`config.mk`:
```
export PLATFORM = sky130hd
export DESIGN_NAME = read_hazard_unit
export DESIGN_NICKNAME = d
export VERILOG_FILES = /design/src/rtl/read_hazard_unit.sv
export SDC_FILE = /design/constraint.sdc
export NUM_CORES = 1
export LEC_CHECK = 0
export ABC_AREA = 1
export BUFFER_PORTS_ARGS = -buffer_cell sky130_fd_sc_hd__buf_4
export CAP_MARGIN = 15
export CORE_MARGIN = 2
export CORE_UTILIZATION = 47
export DETAILED_ROUTE_END_ITERATION = 7
export GPL_ROUTABILITY_DRIVEN = 0
export GPL_TIMING_DRIVEN = 0
export PLACE_DENSITY = 0.83
export SETUP_SLACK_MARGIN = 0.5
export SYNTH_ARGS = -nofsm -noshare
export SYNTH_HDL_FRONTEND = slang
export SYNTH_SLANG_ARGS = --single-unit
```
`constraint.sdc`:
```
create_clock -name clk -period 2.05 [get_ports clk]
set_input_delay 0.205 -clock clk [delete_from_list [all_inputs] [get_ports clk]]
set_output_delay 0.205 -clock clk [all_outputs]
set_load 0.05 [all_outputs]
```
`src/rtl/read_hazard_unit.sv`:
```
// Purpose: tracks destinations of instructions in EX/MEM/WB and compares them with ID-stage
//          sources to raise the load-use stall and register the EX operand forwarding selects.
// Latency: Stall is combinational from the ID inputs; ForwardA/B and StallCount lag issue by one cycle.
module read_hazard_unit #(
    parameter int REG_W = 5,
    parameter int CNT_W = 16
) (
    input  logic             clk,
    input  logic             reset,
    input  logic             IssueValid,
    input  logic             IssueRegWrite,
    input  logic             IssueMemRead,
    input  logic [REG_W-1:0] IssueWriteReg,
    input  logic [REG_W-1:0] ReadRs,
    input  logic [REG_W-1:0] ReadRt,
    input  logic             UseRs,
    input  logic             UseRt,
    input  logic             Flush,
    output logic             Stall,
    output logic [1:0]       ForwardA,
    output logic [1:0]       ForwardB,
    output logic [CNT_W-1:0] StallCount
);

    // Operand mux encodings seen by the EX stage.
    localparam logic [1:0] FWD_RF  = 2'b00;
    localparam logic [1:0] FWD_WB  = 2'b01;
    localparam logic [1:0] FWD_MEM = 2'b10;

    localparam logic [CNT_W-1:0] CNT_MAX = '1;

    // ------------------------------------------------------------------
    // Shadow pipeline state. EX and MEM carry the load flag because the
    // load-use check needs it in EX; nothing looks at load-ness once an
    // instruction has left MEM, so WB keeps only valid/regwrite/dst.
    // ------------------------------------------------------------------
    logic             ex_vld_q,  ex_vld_d;
    logic             ex_rw_q,   ex_rw_d;
    logic             ex_mr_q,   ex_mr_d;
    logic [REG_W-1:0] ex_dst_q,  ex_dst_d;

    logic             mem_vld_q, mem_vld_d;
    logic             mem_rw_q,  mem_rw_d;
    logic             mem_mr_q,  mem_mr_d;
    logic [REG_W-1:0] mem_dst_q, mem_dst_d;

    logic             wb_vld_q,  wb_vld_d;
    logic             wb_rw_q,   wb_rw_d;
    logic [REG_W-1:0] wb_dst_q,  wb_dst_d;

    logic [1:0]       fwd_a_q,   fwd_a_d;
    logic [1:0]       fwd_b_q,   fwd_b_d;
    logic [CNT_W-1:0] stall_cnt_q, stall_cnt_d;

    // Per-source match against each producer stage.
    logic rs_ex_hit, rs_mem_hit, rs_wb_hit;
    logic rt_ex_hit, rt_mem_hit, rt_wb_hit;
    logic hazard_rs, hazard_rt;
    logic accept;

    // A producer feeds a source only if it is live, writes a register,
    // targets that register, and the register is not the hardwired $0.
    function automatic logic producer_hit(
        input logic             vld,
        input logic             rw,
        input logic [REG_W-1:0] dst,
        input logic [REG_W-1:0] src
    );
        return vld & rw & (dst == src) & (src != '0);
    endfunction

    // Newest producer wins. A WB hit needs no bypass because the register
    // file writes in the first half of the cycle and ID reads the new value.
    function automatic logic [1:0] fwd_sel(
        input logic ex_hit,
        input logic mem_hit,
        input logic wb_hit
    );
        logic [1:0] sel;
        sel = FWD_RF;
        if (ex_hit) begin
            sel = FWD_MEM;
        end else if (mem_hit) begin
            sel = FWD_WB;
        end else if (wb_hit) begin
            sel = FWD_RF;
        end
        return sel;
    endfunction

    // Compare the ID sources against every in-flight destination.
    always_comb begin
        rs_ex_hit  = producer_hit(ex_vld_q,  ex_rw_q,  ex_dst_q,  ReadRs);
        rs_mem_hit = producer_hit(mem_vld_q, mem_rw_q, mem_dst_q, ReadRs);
        rs_wb_hit  = producer_hit(wb_vld_q,  wb_rw_q,  wb_dst_q,  ReadRs);
        rt_ex_hit  = producer_hit(ex_vld_q,  ex_rw_q,  ex_dst_q,  ReadRt);
        rt_mem_hit = producer_hit(mem_vld_q, mem_rw_q, mem_dst_q, ReadRt);
        rt_wb_hit  = producer_hit(wb_vld_q,  wb_rw_q,  wb_dst_q,  ReadRt);
    end

    // Load-use stall: a load in EX feeding a consumed ID source. Flush wins,
    // and reset suppresses it so no stall is seen while tracking is cleared.
    always_comb begin
        hazard_rs = UseRs & ex_mr_q & rs_ex_hit;
        hazard_rt = UseRt & ex_mr_q & rt_ex_hit;
        Stall     = ~reset & ~Flush & (hazard_rs | hazard_rt);
        accept    = IssueValid & ~Stall & ~Flush;
    end

    // Advance the shadow pipeline; EX gets the ID instruction or a bubble.
    always_comb begin
        wb_vld_d  = mem_vld_q;
        wb_rw_d   = mem_rw_q;
        wb_dst_d  = mem_dst_q;

        mem_vld_d = ex_vld_q;
        mem_rw_d  = ex_rw_q;
        mem_mr_d  = ex_mr_q;
        mem_dst_d = ex_dst_q;

        ex_vld_d  = accept;
        ex_rw_d   = IssueRegWrite;
        ex_mr_d   = IssueMemRead;
        ex_dst_d  = IssueWriteReg;
    end

    // Forwarding selects for the instruction entering EX. An EX-stage match
    // only counts when the operand is consumed; reaching this point with an
    // EX load match is impossible because the stall blocks the accept.
    always_comb begin
        fwd_a_d = FWD_RF;
        fwd_b_d = FWD_RF;
        if (accept) begin
            fwd_a_d = fwd_sel(UseRs & rs_ex_hit, rs_mem_hit, rs_wb_hit);
            fwd_b_d = fwd_sel(UseRt & rt_ex_hit, rt_mem_hit, rt_wb_hit);
        end
    end

    // Saturating count of stall cycles for performance monitoring.
    always_comb begin
        stall_cnt_d = stall_cnt_q;
        if (Stall && (stall_cnt_q != CNT_MAX)) begin
            stall_cnt_d = stall_cnt_q + CNT_W'(1);
        end
    end

    // State registers; reset drops all in-flight tracking.
    always_ff @(posedge clk) begin
        if (reset) begin
            ex_vld_q    <= 1'b0;
            ex_rw_q     <= 1'b0;
            ex_mr_q     <= 1'b0;
            ex_dst_q    <= '0;
            mem_vld_q   <= 1'b0;
            mem_rw_q    <= 1'b0;
            mem_mr_q    <= 1'b0;
            mem_dst_q   <= '0;
            wb_vld_q    <= 1'b0;
            wb_rw_q     <= 1'b0;
            wb_dst_q    <= '0;
            fwd_a_q     <= FWD_RF;
            fwd_b_q     <= FWD_RF;
            stall_cnt_q <= '0;
        end else begin
            ex_vld_q    <= ex_vld_d;
            ex_rw_q     <= ex_rw_d;
            ex_mr_q     <= ex_mr_d;
            ex_dst_q    <= ex_dst_d;
            mem_vld_q   <= mem_vld_d;
            mem_rw_q    <= mem_rw_d;
            mem_mr_q    <= mem_mr_d;
            mem_dst_q   <= mem_dst_d;
            wb_vld_q    <= wb_vld_d;
            wb_rw_q     <= wb_rw_d;
            wb_dst_q    <= wb_dst_d;
            fwd_a_q     <= fwd_a_d;
            fwd_b_q     <= fwd_b_d;
            stall_cnt_q <= stall_cnt_d;
        end
    end

    assign ForwardA   = fwd_a_q;
    assign ForwardB   = fwd_b_q;
    assign StallCount = stall_cnt_q;

endmodule

```
==> results.json, run 1 <==
{
  "port_buffers": 43,
  "p_leak_nw": 1.27,
  "fillers": 309,
  "peakVddDrop_v": 0.000366,
  "rows": 23,
  "fmax_ghz": 0.543,
  "hpwlAfterDp_um": 3460,
  "start_util_pct": 48.6,
  "setup_viol": 0,
  "maxSlewViolCount": 0,
  "clkSinkCount": 35,
  "path_class": "reg2reg",
  "pwr-share-clk_pct": 35.2,
  "sw_frac_of_total_pct": 24.4,
  "finalCritPeriodShare_pct": 89.8,
  "clk_pin_slew_worst_paths_ns": 0.07,
  "clkLatencyLatePin_ns": 0.29,
  "setup_tns_ns": 0,
  "io_pins": 44,
  "dieArea_um2": 4660,
  "fin_crit_ns": 1.84,
  "timing.hold.ws_ns": 0.118,
  "ys_types": 30,
  "num_vias": 2142,
  "path_max_fanout": 3,
  "drv_cap": 0,
  "syn_area_um2": 1940,
  "synthCells": 292,
  "clock_skew_ns": 0.00614,
  "viasPerCell": 5.21,
  "drcViolationCount": 0,
  "core_area_um2": 4000,
  "grt_usage_pct": 23.4,
  "first_pass_iters": 4,
  "wirelength_um": 5370,
  "status": "finished, final reports clean",
  "wl_per_cell_um": 13.1,
  "switching_power_mw": 0.324,
  "synth.avg_cell_area_um2": 6.65,
  "crit_arrival_ns": 2.06,
  "worst_pin_slew_ns": 0.723,
  "grt_pass1_wl_um": 8180,
  "grt_start_max_net_pins": 11,
  "synth-seq-cells": 35,
  "htreeDepth": 2,
  "mostFrequentLayoutCell": "nand2_1",
  "worst_setup_path_end_kind": "flop",
  "relSlewSlack_pct": 51.6,
  "powerDensity_nw_per_um2": 470,
  "layout-drive-gt1-share_pct": 37.4,
  "ys_warn_count": 0,
  "nets": 385,
  "ant_nets": 0,
  "diodes": 0,
  "root_buffer": "clkbuf_8",
  "p_int_mw": 1.00,
  "cts_buffers": 5,
  "ys_seq_area_share_pct": 36.1,
  "final_cell_mix": "66 x nand2_1, 48 x buf_4, 38 x inv_1, 35 x nor2_1, 20 x nand4_1",
  "clockBufferDepth": 2,
  "antenna_found_initial": 0,
  "cts_hold_buf": 0,
  "rsz0062_at_grt": "yes",
  "worstPathRequired_ns": 2.27,
  "seq_power_share_pct": 52.8,
  "die_width_um": 68.3,
  "cts_tree": "yes",
  "grt_pass1_vias": 1888,
  "hold_class": "in2reg",
  "cp-start-kind": "flop",
  "p_comb_share_pct": 12.0,
  "syn-num-nets": 316,
  "grt_overflow_total": 0,
  "die_h_um": 68.3,
  "first_iter_violations": 184,
  "synthToLayoutAreaGrowth_pct": 45.1,
  "hold_violations": 0
}
-- sequential cells by signal, indices dropped and copies added, names as in the netlist --
register and cells:
ex_mr_q 1, ex_dst_q 5, ForwardB 2, ForwardA 2
ex_vld_q 1, StallCount 16, ex_rw_q 1, mem_dst_q 5
mem_vld_q 1, mem_rw_q 1
-- Yosys cell counts (all sizes together) --
cell     count  area share [%]
and2         1            0.32
clkbuf       3            0.58
nor4         1            0.32
xor2         8             3.6
or2          1            0.32
nor2        43             9.2
o2111ai      1            0.45
nand4       20             6.4
inv         43             8.3
nand2       84              17
clkinv       1            0.19
buf          4             1.5
dfxtp       35              36
o21ai        2            0.52
nor3         3             1.0
nand3       16             4.8
ha           1            0.64
a21oi       14             4.0
xnor2        8             3.6
nand3b       3             1.2
-- final timing paths --
path,depth (start not counted),startpoint,slack (ns),to
worst min register to register,2,ex_rw_q,0.42,mem_rw_q
worst max register to register,14,ex_dst_q[3],0.21,mem_dst_q[3]
worst max-delay path,14,ex_dst_q[3],0.21,mem_dst_q[3]
worst min-delay path,3,IssueWriteReg[0],0.12,ex_dst_q[0]
-- through the flow --
step | std cells | cell area, um2 | power (mW) | util [%] | worst slack (ns)
floorplan | 292 | 2000 | 0.777 | - | 0.520
global route | 411 | 2820 | 1.38 | 70.5 | 0.152
detailed placement | 385 | 2380 | 0.834 | 59.6 | 0.265
CTS | 407 | 2650 | 1.32 | 66.2 | 0.259
finish | 411 | 2820 | 1.32 | 70.5 | 0.209
global placement | 385 | 2380 | 0.831 | 59.6 | 0.265
-- critical path: stages, from the launching register on --
cell and delay, ns:
dfxtp_2 0.36, inv_2 0.06, buf_4 0.13, buf_6 0.11, buf_6 0.11, buf_6 0.10, buf_6 0.10, buf_6 0.10
buf_6 0.10, buf_6 0.10, buf_6 0.10, buf_6 0.10, buf_4 0.12, buf_4 0.12, nor2_1 0.07
-- final cells by class --
class	instances	area (um2)	area share (%)
multi-input combinational	206	1180	42.0
inverter	44	169	5.99
clock buffer	7	76.3	2.71
tap	50	62.6	2.22
timing repair buffer	62	542	19.2
buffer	7	50.0	1.78
sequential	35	736	26.1
-- power groups by stage --
| stage | clock, mW | combinational (mW) | sequential (mW) |
|---|---|---|---|
| 2_1_floorplan | 0 | 0.0661 | 0.711 |
| 3_3_place_gp | 0 | 0.118 | 0.713 |
| 3_5_place_dp | 0 | 0.121 | 0.713 |
| 4_1_cts | 0.479 | 0.138 | 0.699 |
| 5_1_grt | 0.500 | 0.175 | 0.700 |
| 6_report | 0.467 | 0.159 | 0.699 |
-- routing by layer --
layer	routed length [um]	GRT usage, %	vias up
met5	0	0	-
met4	172	8.50	0
met3	331	5.76	19
met2	2730	40.9	82
met1	2140	27.5	984
li1	-	-	1057
-- timing repair --
item                                    4_1_cts  5_1_grt
cloned                                        1        0
resized for setup                            18       40
setup buffers                                14        4
pin swaps                                     8        9
endpoints found under the setup margin       12       18
-- cells by family after synthesis --
family / Yosys count / share of synthesized area [%]
DFF: 35 / 36.1
AOI/OAI and AO/OA: 17 / 4.96
and+or+nand+nor: 172 / 40.6
xor gates and xnor gates: 16 / 7.21
adders and majority gates: 1 / 0.644
buffers and inverters: 51 / 10.6
Note: power is estimated with default switching activity, not from simulation.
==> inputs of run 2 (changes only) <==
--- a/config.mk
+++ b/config.mk
@@ -13,6 +13,7 @@
 export DETAILED_ROUTE_END_ITERATION = 7
 export GPL_ROUTABILITY_DRIVEN = 0
 export GPL_TIMING_DRIVEN = 0
+export MAX_ROUTING_LAYER = met4
 export PLACE_DENSITY = 0.83
 export SETUP_SLACK_MARGIN = 0.5
 export SYNTH_ARGS = -nofsm -noshare
==> run 2 against run 1 <==
  * Clock-buffer cell count is the same
  * Fmax is 0.13% higher
  * Final area unchanged
  * Total power hardly changed
  * Clock skew is 0.00092 ns higher
  * Via count down 1.1%
  * Clock power is essentially flat
  * Utilization did not move
  * Critical path type unchanged
==> results.json, run 2 (synthesis results as in run 1) <==
{
  "relSlewSlack_pct": 49.1,
  "cts_hold_buf": 0,
  "layout-drive-gt1-share_pct": 37.4,
  "crit_arrival_ns": 2.06,
  "die_width_um": 68.3,
  "dieArea_um2": 4660,
  "nets": 385,
  "pwr-share-clk_pct": 35.2,
  "cts_tree": "yes",
  "p_leak_nw": 1.27,
  "htreeDepth": 2,
  "hpwlAfterDp_um": 3460,
  "fin_crit_ns": 1.84,
  "clkLatencyLatePin_ns": 0.29,
  "clkSinkCount": 35,
  "wl_per_cell_um": 13.1,
  "worst_setup_path_end_kind": "flop",
  "setup_viol": 0,
  "drcViolationCount": 0,
  "synthToLayoutAreaGrowth_pct": 45.1,
  "cts_buffers": 5,
  "ant_nets": 0,
  "final_cell_mix": "66 x nand2_1, 48 x buf_4, 38 x inv_1, 35 x nor2_1, 20 x nand4_1",
  "finalCritPeriodShare_pct": 89.7,
  "grt_usage_pct": 24.1,
  "worst_pin_slew_ns": 0.760,
  "powerDensity_nw_per_um2": 470,
  "hold_start": "IssueWriteReg[0]",
  "path_max_fanout": 3,
  "peakVddDrop_v": 0.000364,
  "first_iter_violations": 197,
  "antenna_found_initial": 0,
  "largest_reg_flops": 16,
  "path_class": "reg2reg",
  "worstPathRequired_ns": 2.27,
  "r2r-start": "ex_dst_q[3]",
  "mostFrequentLayoutCell": "nand2_1",
  "core_area_um2": 4000,
  "fin_cells": 411,
  "p_comb_share_pct": 12.0,
  "status": "finished, final reports clean",
  "grt_start_max_net_pins": 11,
  "setup_tns_ns": 0,
  "critPathLaunch": "ex_dst_q[3]",
  "clk_pin_slew_worst_paths_ns": 0.07,
  "start_util_pct": 48.6,
  "fmax_ghz": 0.544,
  "clock_skew_ns": 0.00706,
  "p_int_mw": 1.00,
  "cp-start-kind": "flop",
  "hold_violations": 0,
  "num_vias": 2118,
  "switching_power_mw": 0.324,
  "grt_overflow_total": 0,
  "sw_frac_of_total_pct": 24.5,
  "viasPerCell": 5.15,
  "regToRegSetupSlack_ns": 0.21,
  "hold_class": "in2reg",
  "clockBufferDepth": 2,
  "first_pass_iters": 4,
  "drv_cap": 0,
  "diodes": 0,
  "grt_pass1_wl_um": 8180,
  "seq_power_share_pct": 52.8,
  "port_buffers": 43,
  "rows": 23,
  "grt_pass1_vias": 1888,
  "wirelength_um": 5370,
  "maxSlewViolCount": 0,
  "io_pins": 44,
  "placed_cells": 385,
  "die_h_um": 68.3,
  "rsz0062_at_grt": "yes",
  "root_buffer": "clkbuf_8"
}
run 2: cell counts in the layout (fill, tap and decap cells not counted):
No cell type changed its count.
run 2: critical path: stages, from the launching register on:
cell	delay [ns]
dfxtp_2	0.36
inv_2	0.06
buf_4	0.13
buf_6	0.11
buf_6	0.11
buf_6	0.10
buf_6	0.10
buf_6	0.10
buf_6	0.10
buf_6	0.10
buf_6	0.10
buf_6	0.10
buf_4	0.12
buf_4	0.12
nor2_1	0.07
run 2: power by group through the flow:
stage	clock network (mW)	registers [mW]	logic (mW)
2_1_floorplan	0	0.711	0.0661
3_3_place_gp	0	0.713	0.118
4_1_cts	0.479	0.699	0.138
6_report	0.467	0.699	0.159
5_1_grt	0.500	0.700	0.175
3_5_place_dp	0	0.713	0.121
run 2: stage by stage:
| step | instance area [um2] | power, mW | hold slack [ns] | util [%] | setup WS (ns) |
|---|---|---|---|---|---|
| 2_1_floorplan | 2000 | 0.777 | 0.312 | - | 0.520 |
| 3_3_place_gp | 2380 | 0.831 | 0.403 | 59.6 | 0.265 |
| 3_5_place_dp | 2380 | 0.834 | 0.410 | 59.6 | 0.265 |
| 4_1_cts | 2650 | 1.32 | 0.115 | 66.2 | 0.259 |
| 5_1_grt | 2820 | 1.38 | 0.125 | 70.5 | 0.152 |
| 6_report | 2820 | 1.33 | 0.120 | 70.5 | 0.211 |
run 2: layout make-up:
cell class | count | area (um2)
plain buffers | 7 | 50.0
clock buffers | 7 | 76.3
fillers | 309 | 1180
inverters | 44 | 169
multi-input cells | 206 | 1180
flip-flops and latches | 35 | 736
well taps | 50 | 62.6
repair buffers | 62 | 542
run 2: final timing paths:
kind | cells past startpoint | to
max | 14 | mem_dst_q[3]
max reg2reg | 14 | mem_dst_q[3]
min | 3 | ex_dst_q[0]
min reg2reg | 2 | mem_rw_q
run 2: layer usage:
layer | share of wire, % | global-route usage [%]
met5 | 0 | -
met4 | 3.1 | 8.50
met3 | 5.4 | 5.76
met2 | 51 | 40.9
met1 | 41 | 27.5
run 2: timing repair:
item | in CTS | in global routing
setup endpoints to repair | 12 | 18
cloned | 1 | 0
gates resized for setup | 18 | 40
setup buffers | 14 | 4
pin swaps | 8 | 9
